<file path="src/rtl/dds_multi_wave.sv">
// Multi-channel DDS: phase accumulator, offset, sine-ROM/square/triangle/saw select, amplitude scaling.
// Optional DDS_DITHER_EN adds LFSR dither ahead of phase truncation. en -> data_out latency 3 cycles, no backpressure.
module dds_multi_wave #(
  parameter int CH_NUM = 2,
  parameter int ACC_W  = 32,
  parameter int PH_W   = 12,
  parameter int DATA_W = 8,
  parameter int AMP_W  = 8
) (
  input  logic                     sys_clk,
  input  logic                     sys_rst_n,
  input  logic [CH_NUM-1:0]        en,
  input  logic [CH_NUM-1:0]        clr,
  input  logic [CH_NUM*ACC_W-1:0]  freq_word,
  input  logic [CH_NUM-1:0]        freq_load,
  input  logic [CH_NUM*PH_W-1:0]   phase_off,
  input  logic [CH_NUM*2-1:0]      wave_sel,
  input  logic [CH_NUM*AMP_W-1:0]  amp,
  output logic [CH_NUM*PH_W-1:0]   rom_addr,
  input  logic [CH_NUM*DATA_W-1:0] rom_q,
  output logic [CH_NUM*DATA_W-1:0] data_out,
  output logic [CH_NUM-1:0]        data_valid,
  output logic [CH_NUM*4-1:0]      wave_lab
);

  localparam logic [1:0] SEL_SIN = 2'b11;
  localparam logic [1:0] SEL_SQU = 2'b10;
  localparam logic [1:0] SEL_TRI = 2'b01;

`ifdef DDS_DITHER_EN
  localparam int DITH_W = ((ACC_W - PH_W) < 16) ? (ACC_W - PH_W) : 16;

  // Galois form of x^16+x^14+x^13+x^11+1, shifting right.
  logic [15:0] lfsr;

  always_ff @(posedge sys_clk or negedge sys_rst_n) begin
    if (!sys_rst_n) begin
      lfsr <= 16'hACE1;
    end else if (|en) begin
      lfsr <= {1'b0, lfsr[15:1]} ^ (lfsr[0] ? 16'hB400 : 16'h0000);
    end
  end
`endif

  for (genvar i = 0; i < CH_NUM; i++) begin : g_ch
    logic [ACC_W-1:0]  acc;
    logic [ACC_W-1:0]  freq_act;
    logic [PH_W-1:0]   ph_tr;
    logic [PH_W-1:0]   ph_s1;
    logic [DATA_W:0]   ph_s2;
    logic              en_s1;
    logic              en_s2;
    logic [1:0]        ws_s1;
    logic [1:0]        ws_s2;
    logic [DATA_W-1:0] raw;
    logic [DATA_W-1:0] dout_q;
    logic              vld_q;
    logic [3:0]        lab_q;

`ifdef DDS_DITHER_EN
    logic [ACC_W-1:0] acc_tr;

    // Dither only touches the truncation path; the stored accumulator stays exact.
    always_comb begin
      acc_tr = acc + {{(ACC_W-DITH_W){1'b0}}, lfsr[DITH_W-1:0]};
      ph_tr  = acc_tr[ACC_W-1 -: PH_W];
    end
`else
    always_comb ph_tr = acc[ACC_W-1 -: PH_W];
`endif

    always_ff @(posedge sys_clk or negedge sys_rst_n) begin
      if (!sys_rst_n) begin
        freq_act <= '0;
        acc      <= '0;
      end else begin
        if (freq_load[i]) freq_act <= freq_word[i*ACC_W +: ACC_W];
        if (clr[i] || !en[i]) acc <= '0;
        else                  acc <= acc + freq_act;
      end
    end

    // ph_s2 keeps only the phase bits the arithmetic waveforms need: MSB plus triangle/saw bits.
    always_ff @(posedge sys_clk or negedge sys_rst_n) begin
      if (!sys_rst_n) begin
        ph_s1 <= '0;
        en_s1 <= 1'b0;
        ws_s1 <= SEL_SIN;
        ph_s2 <= '0;
        en_s2 <= 1'b0;
        ws_s2 <= SEL_SIN;
      end else begin
        ph_s1 <= ph_tr + phase_off[i*PH_W +: PH_W];
        en_s1 <= en[i];
        ws_s1 <= wave_sel[i*2 +: 2];
        ph_s2 <= ph_s1[PH_W-1 -: DATA_W+1];
        en_s2 <= en_s1;
        ws_s2 <= ws_s1;
      end
    end

    always_comb begin
      raw = ph_s2[DATA_W:1];
      case (ws_s2)
        SEL_SIN: raw = rom_q[i*DATA_W +: DATA_W];
        SEL_SQU: raw = ph_s2[DATA_W] ? '0 : '1;
        SEL_TRI: raw = ph_s2[DATA_W] ? ~ph_s2[DATA_W-1:0] : ph_s2[DATA_W-1:0];
        default: raw = ph_s2[DATA_W:1];
      endcase
    end

    always_ff @(posedge sys_clk or negedge sys_rst_n) begin
      if (!sys_rst_n) begin
        dout_q <= '0;
        vld_q  <= 1'b0;
        lab_q  <= 4'b1000;
      end else begin
        vld_q  <= en_s2;
        dout_q <= en_s2 ? DATA_W'(({{AMP_W{1'b0}}, raw} *
                                   {{DATA_W{1'b0}}, amp[i*AMP_W +: AMP_W]}) >> AMP_W)
                        : '0;
        case (ws_s2)
          SEL_SIN: lab_q <= 4'b1000;
          SEL_SQU: lab_q <= 4'b0100;
          SEL_TRI: lab_q <= 4'b0010;
          default: lab_q <= 4'b0001;
        endcase
      end
    end

    assign rom_addr[i*PH_W +: PH_W]     = ph_s1;
    assign data_out[i*DATA_W +: DATA_W] = dout_q;
    assign data_valid[i]                = vld_q;
    assign wave_lab[i*4 +: 4]           = lab_q;
  end

endmodule

</file>
<file path="config.mk">
export PLATFORM = sky130hd
export DESIGN_NAME = dds_multi_wave
export DESIGN_NICKNAME = d
export VERILOG_FILES = /design/src/rtl/dds_multi_wave.sv
export SDC_FILE = /design/constraint.sdc
export NUM_CORES = 1
export LEC_CHECK = 0
export BUFFER_PORTS_ARGS = -buffer_cell sky130_fd_sc_hd__buf_2
export CAP_MARGIN = 40
export CORE_MARGIN = 2
export CORE_UTILIZATION = 45
export CTS_CLUSTER_DIAMETER = 30
export DETAILED_ROUTE_END_ITERATION = 8
export HOLD_SLACK_MARGIN = 0.08
export MAX_ROUTING_LAYER = met4
export PLACE_DENSITY = 0.64
export SETUP_SLACK_MARGIN = 0.4
export SLEW_MARGIN = 10
export SYNTH_ARGS = -nofsm -noshare
export SYNTH_HDL_FRONTEND = slang
export SYNTH_SLANG_ARGS = --single-unit
export TNS_END_PERCENT = 20
</file>
<file path="constraint.sdc">
create_clock -name sys_clk -period 16.78 [get_ports sys_clk]
set_clock_uncertainty 0.15 [all_clocks]
set_input_delay 3.356 -clock sys_clk [delete_from_list [all_inputs] [get_ports sys_clk]]
set_output_delay 3.356 -clock sys_clk [all_outputs]
set_load 0.03 [all_outputs]
</file>
=== Yosys cells after proc, flatten, opt, wreduce, memory -nomap -nowiden ===
Index checks and enable logic that the tools add are counted.

* Bits in read-only memories: 0
* Latch bits: 0
* Memory bits (writable): 0
* Output and inout bits: 50
* Flip-flop bits (word level): 208
* Logic and storage cells: 52
* Memories kept: 0
* Input bits: 132

* Shifts and indexed selects: 0
* Bitwise operators: 2
* Multiplexer cells: 12
* Equal/unequal tests: 6
* Add/subtract/negate cells: 4
* Multiply operators: 2
* Magnitude comparators: 0
* Reduce and logical (&&, ||, !) cells: 4
* Div/mod/pow operators: 0

{| class="wikitable"
|+ Operators by type and width
! cell !! number
|-
| $add 32x32->32 || 2
|-
| $mux 32 || 2
|-
| $mux 8 || 6
|-
| $pmux 8 s3 || 2
|-
| $mul 8x8->16 || 2
|-
| $add 12x12->12 || 2
|-
| $pmux 4 s3 || 2
|-
| $not 8->8 || 2
|-
| $eq 2x2->1 const B || 4
|-
| $eq 2x1->1 const B || 2
|-
| $logic_not 1->1 || 2
|-
| $logic_or 1x1->1 || 2
|}

=== Logic depth before layout (Yosys ltp) ===
* Word-level depth: 5
* Depth in mapped cells: 22
* Mapped depth without buffers: 20

=== Worst setup path after synthesis ===
OpenSTA, ideal clock, no wires.

* Kind: in2reg
* Start: input port rom_q[13]
* End: register g_ch[1].dout_q[5]
* Buffers on the path: 0
* Path slack: 8.713 ns
* Stages on the path: 18
* Data arrival time: 7.797 ns
* Setup time: 0.120 ns
* Data required time: 16.510 ns
* Cell sequence: nand2_1 -> o21ai_0 -> a221o_1 -> and2_1 -> fa_1 -> fa_1 -> fa_1 -> inv_1 -> fa_1 -> inv_1 -> ha_1 -> and2_2 -> a31oi_4 -> o41ai_4 -> o41a_4 -> a21o_1 -> a211o_1 -> and3_1

* Cells in the longest elaborated chain, start to end: 3

{| class="wikitable"
|+ RTL lines
! item !! RTL line !! text
|-
| start, declared || 20 || <nowiki>input logic [CH_NUM*DATA_W-1:0] rom_q,</nowiki>
|-
| $pmux 8 s3 || 104 || <nowiki>case (ws_s2)</nowiki>
|-
| $mul 8x8->16 || 119 || <nowiki>dout_q <= en_s2 ? DATA_W'(({{AMP_W{1'b0}}, raw} *</nowiki>
|-
| $mux 8 || 119 ||
|-
| end signal, assigned || 119 ||
|-
| end, declared || 56 || <nowiki>logic [DATA_W-1:0] dout_q;</nowiki>
|}

Every way passes these cells.
A chain may end at the register's enable or synchronous reset.

=== Worst setup path after layout ===
* Start: input port rom_q[11]
* End: register g_ch[1].dout_q[7]

Same word-level chain as after synthesis.

==> results.yml <==
setup_path:
  path_max_fanout: 8
  crit_type: "in -> reg"
  timing.critical_path.slowest_cell_delay_ps: 540
  arrival_ps: 8180
  critical_path_cell_count: 19
  slowest_stage_cell_cp: "fa_1"
  setup.worst_path.end_class: "flip-flop"
  worstPathBufferInverterCount: 3
  family_with_the_most_delay_on_the_worst_path: "adder cells"
  startpoint: "rom_q[11]"
  critical_path.cell_chain: "buf_2 > nand2_1 > o21ai_0 > a221o_1 > and2_1 > fa_1 > inv_1 > fa_1 > fa_1 > inv_1 > fa_1 > ha_1 > nand4_1 > nor3b_1 > nand3_4 > o41ai_4 > o41a_4 > a41oi_4 > o311ai_1"
  worst_setup_path_start_kind: "input port"
  cp_data_required_time_ps: 17070
  most_numerous_cell_on_the_critical_path: "fa_1"
  timing.rr.start: "g_ch[1].ws_s2[1]"
  reg2regPathDepth: 19
layout:
  fin_cells: 2179
  syn2layout_area_growth_pct: 21.3
  layout-drive-gt1-share_pct: 21.6
  layout_common_cells: "dfrtp_1 (198), buf_2 (181), ha_1 (150)"
  finish.net_count: 2049
  mostFrequentLayoutCell: "dfrtp_1"
  filler_cell_count: 2914
floorplanning:
  core_area_mm2: 0.0327
  initial_core_util_pct: 46.0
  std_cell_rows: 66
  die-height_um: 187
  die-area_mm2: 0.0349
  die_x_um: 187
  ioPinCount: 182
timing:
  timing.final.max_slew_violations: 0
  unrepaired_setup_endpoints_after_global_routing: "no"
  period_needed_ps: 7880
  timing_worst_slew_pin_value_ps: 910
  fmax_mhz: 127
  final-hold-violation-count: 0
  relSlewSlack_pct: 38.7
  setup_viol: 0
  min_period_over_period_pct: 47.0
  worst_slack_ps: 8900
  totalNegativeSetupSlack_ps: 0
power_and_ir_drop:
  cell_leakage_power_nw: 9.03
  pwr_density_cell_mw_per_mm2: 173
  ir_drop_worst_vdd_v: 0.000115
  total_power_mw: 3.15
route:
  route.vias.total: 11500
  initialDrtViolationCount: 437
  drt-wirelength-per-cell_um: 15.9
  dr.pass1.iters: 5
  route.detailed.vias_per_inst: 5.27
  detail_route_antenna_nets: 0
  routed_wirelength_um: 34600
  route.detailed.drc: 0
global_routing:
  grt_first_pass_wirelength_um: 57300
  grt_use_total_pct: 20.8
  grt_util_met1_pct: 25.8
  grt_util_met2_pct: 34.2
  grt_max_degree: 92
  vias_in_the_first_global_route: 11600
  globalRoute.busiestLayer: "met2"
  globalRouteMet3Util_pct: 4.52
  remaining_overflow_grt: 0
  grt_antenna_before_repair: 5
synthesis:
  dominantRegCellSynth: "dfrtp_1"
  synth_enable_flop_cells: 0
  asyncSetResetFlopFracSynth_pct: 100
  synth.yosys.seq_area_share_pct: 34.7
  yosysUniqueCellTypes: 83
  syn_area_per_cell_um2: 10.1
  yosysWarningCount: 0
  number_of_nets_in_the_synthesized_netlist: 1842
  netlist_area_mm2: 0.0151
  post_synth_inst_count: 1486
  synth_seq_cells: 208
cts:
  cts_hold_buffers: 0
  htree_levels: 2
  post_cts.repair.setup_buffers: 0
  clockBufferDepth: 3
  clk-insertion-delay-late_ps: 580
  cts.reportedPaths.clkPinSlew_ps: 40
  cts_buf_count: 52
  clock-sinks: 208
  clk_root_buffer_cell: "clkbuf_16"
  tritoncts_clock_tree: "done"
  cts_resized: 0
placed_design:
  post-place-ws_ps: 8290
  portBuffers: 181
  numPlacedInstances: 2081
  post-dp-hpwl_um: 26500
  place_congestion: 0.885
flow_run:
  drv_cap: 0
run_status:
  status: "finished, final reports clean"
worst_hold_path:
  min_path_type: "reg -> reg"
  holdCritStartpoint: "g_ch[0].en_s1"
  holdPathStages: 0
==> per-layer routing <==
metal	part of all wire [%]	wire length [um]	vias to the layer above
li1	-	-	5610
met1	45	15500	5566
met2	48	16600	263
met3	5.0	1730	51
met4	2.0	682	0
met5	0	0	-
==> cell families (layout without fill, tap and decap cells) <==
group                    Yosys count  after routing  share of synthesized area, %
multiplexers                      74             74                          5.62
other                              0              5                             0
buffers and inverters            153            399                          4.08
AND/OR/NAND/NOR                  466            466                          16.0
AO/OA/AOI/OAI                    292            292                          13.3
XOR/XNOR                          69             69                          4.02
adder cells (fa/ha/maj)          224            224                          22.3
flip-flops                       208            208                          34.7
==> synth_stat cells, drive strengths merged, types with 35 or more instances <==
cell / n / area share [%]
a21oi: 68 / 2.3
fa: 74 / 9.8
and2: 113 / 4.7
dfrtp: 198 / 33
xnor2: 46 / 2.7
o21ai: 71 / 2.4
mux2: 64 / 4.8
nor3: 35 / 1.2
nor2: 94 / 2.3
ha: 150 / 12
inv: 116 / 2.9
a21o: 39 / 2.0
nand2: 101 / 2.5
==> state kept, by name, summed over array words and instances (netlist names) <==
signal	count
g_ch.lab_q	8
g_ch.vld_q	2
g_ch.acc	64
g_ch.dout_q	16
g_ch.freq_act	64
g_ch.ws_s1	4
g_ch.ph_s2	18
g_ch.ph_s1	24
g_ch.en_s1	2
g_ch.ws_s2	4
g_ch.en_s2	2
==> per-stage QoR <==
| step | hold slack [ps] | utilization [%] | cell area, um^2 |
|---|---|---|---|
| final | 191 | 55.8 | 18300 |
| after global routing | 206 | 55.8 | 18300 |
| after CTS | 200 | 55.8 | 18200 |
| after detailed placement | 185 | 50.2 | 16400 |
| after global placement | 184 | 50.1 | 16400 |
| after floorplan | 181 | - | 15100 |
==> layout make-up <==
type                       instances  area, um^2  share of cell area, %
tap                              442         553                   3.03
clock buffer                      73        1470                   8.06
sequential                       208        5220                   28.6
timing repair buffer             190         993                   5.44
clock inverter                    20         350                   1.92
inverter                         116         435                   2.39
multi-input combinational       1125        9220                   50.5
antenna                            5        12.5                 0.0686
==> where the power goes <==
part | internal, mW | total, mW | switching, mW | leakage [nW]
registers | 0.594 | 0.660 | 0.0664 | 2.55
logic | 0.646 | 1.47 | 0.820 | 5.59
clock network | 0.726 | 1.03 | 0.300 | 0.890
==> path summary, 6_finish.rpt <==
path | endpoint | slack [ps]
setup / recovery | g_ch[1].dout_q[7] | 8900
hold / removal | g_ch[0].en_s2 | 190
max in group asynchronous | g_ch[1].dout_q[1] | 12650
min in group asynchronous | g_ch[1].freq_act[8] | 2640
setup reg to reg | g_ch[1].dout_q[5] | 10610
hold reg to reg | g_ch[0].en_s2 | 190
Note: power is estimated with default switching activity, not from simulation.
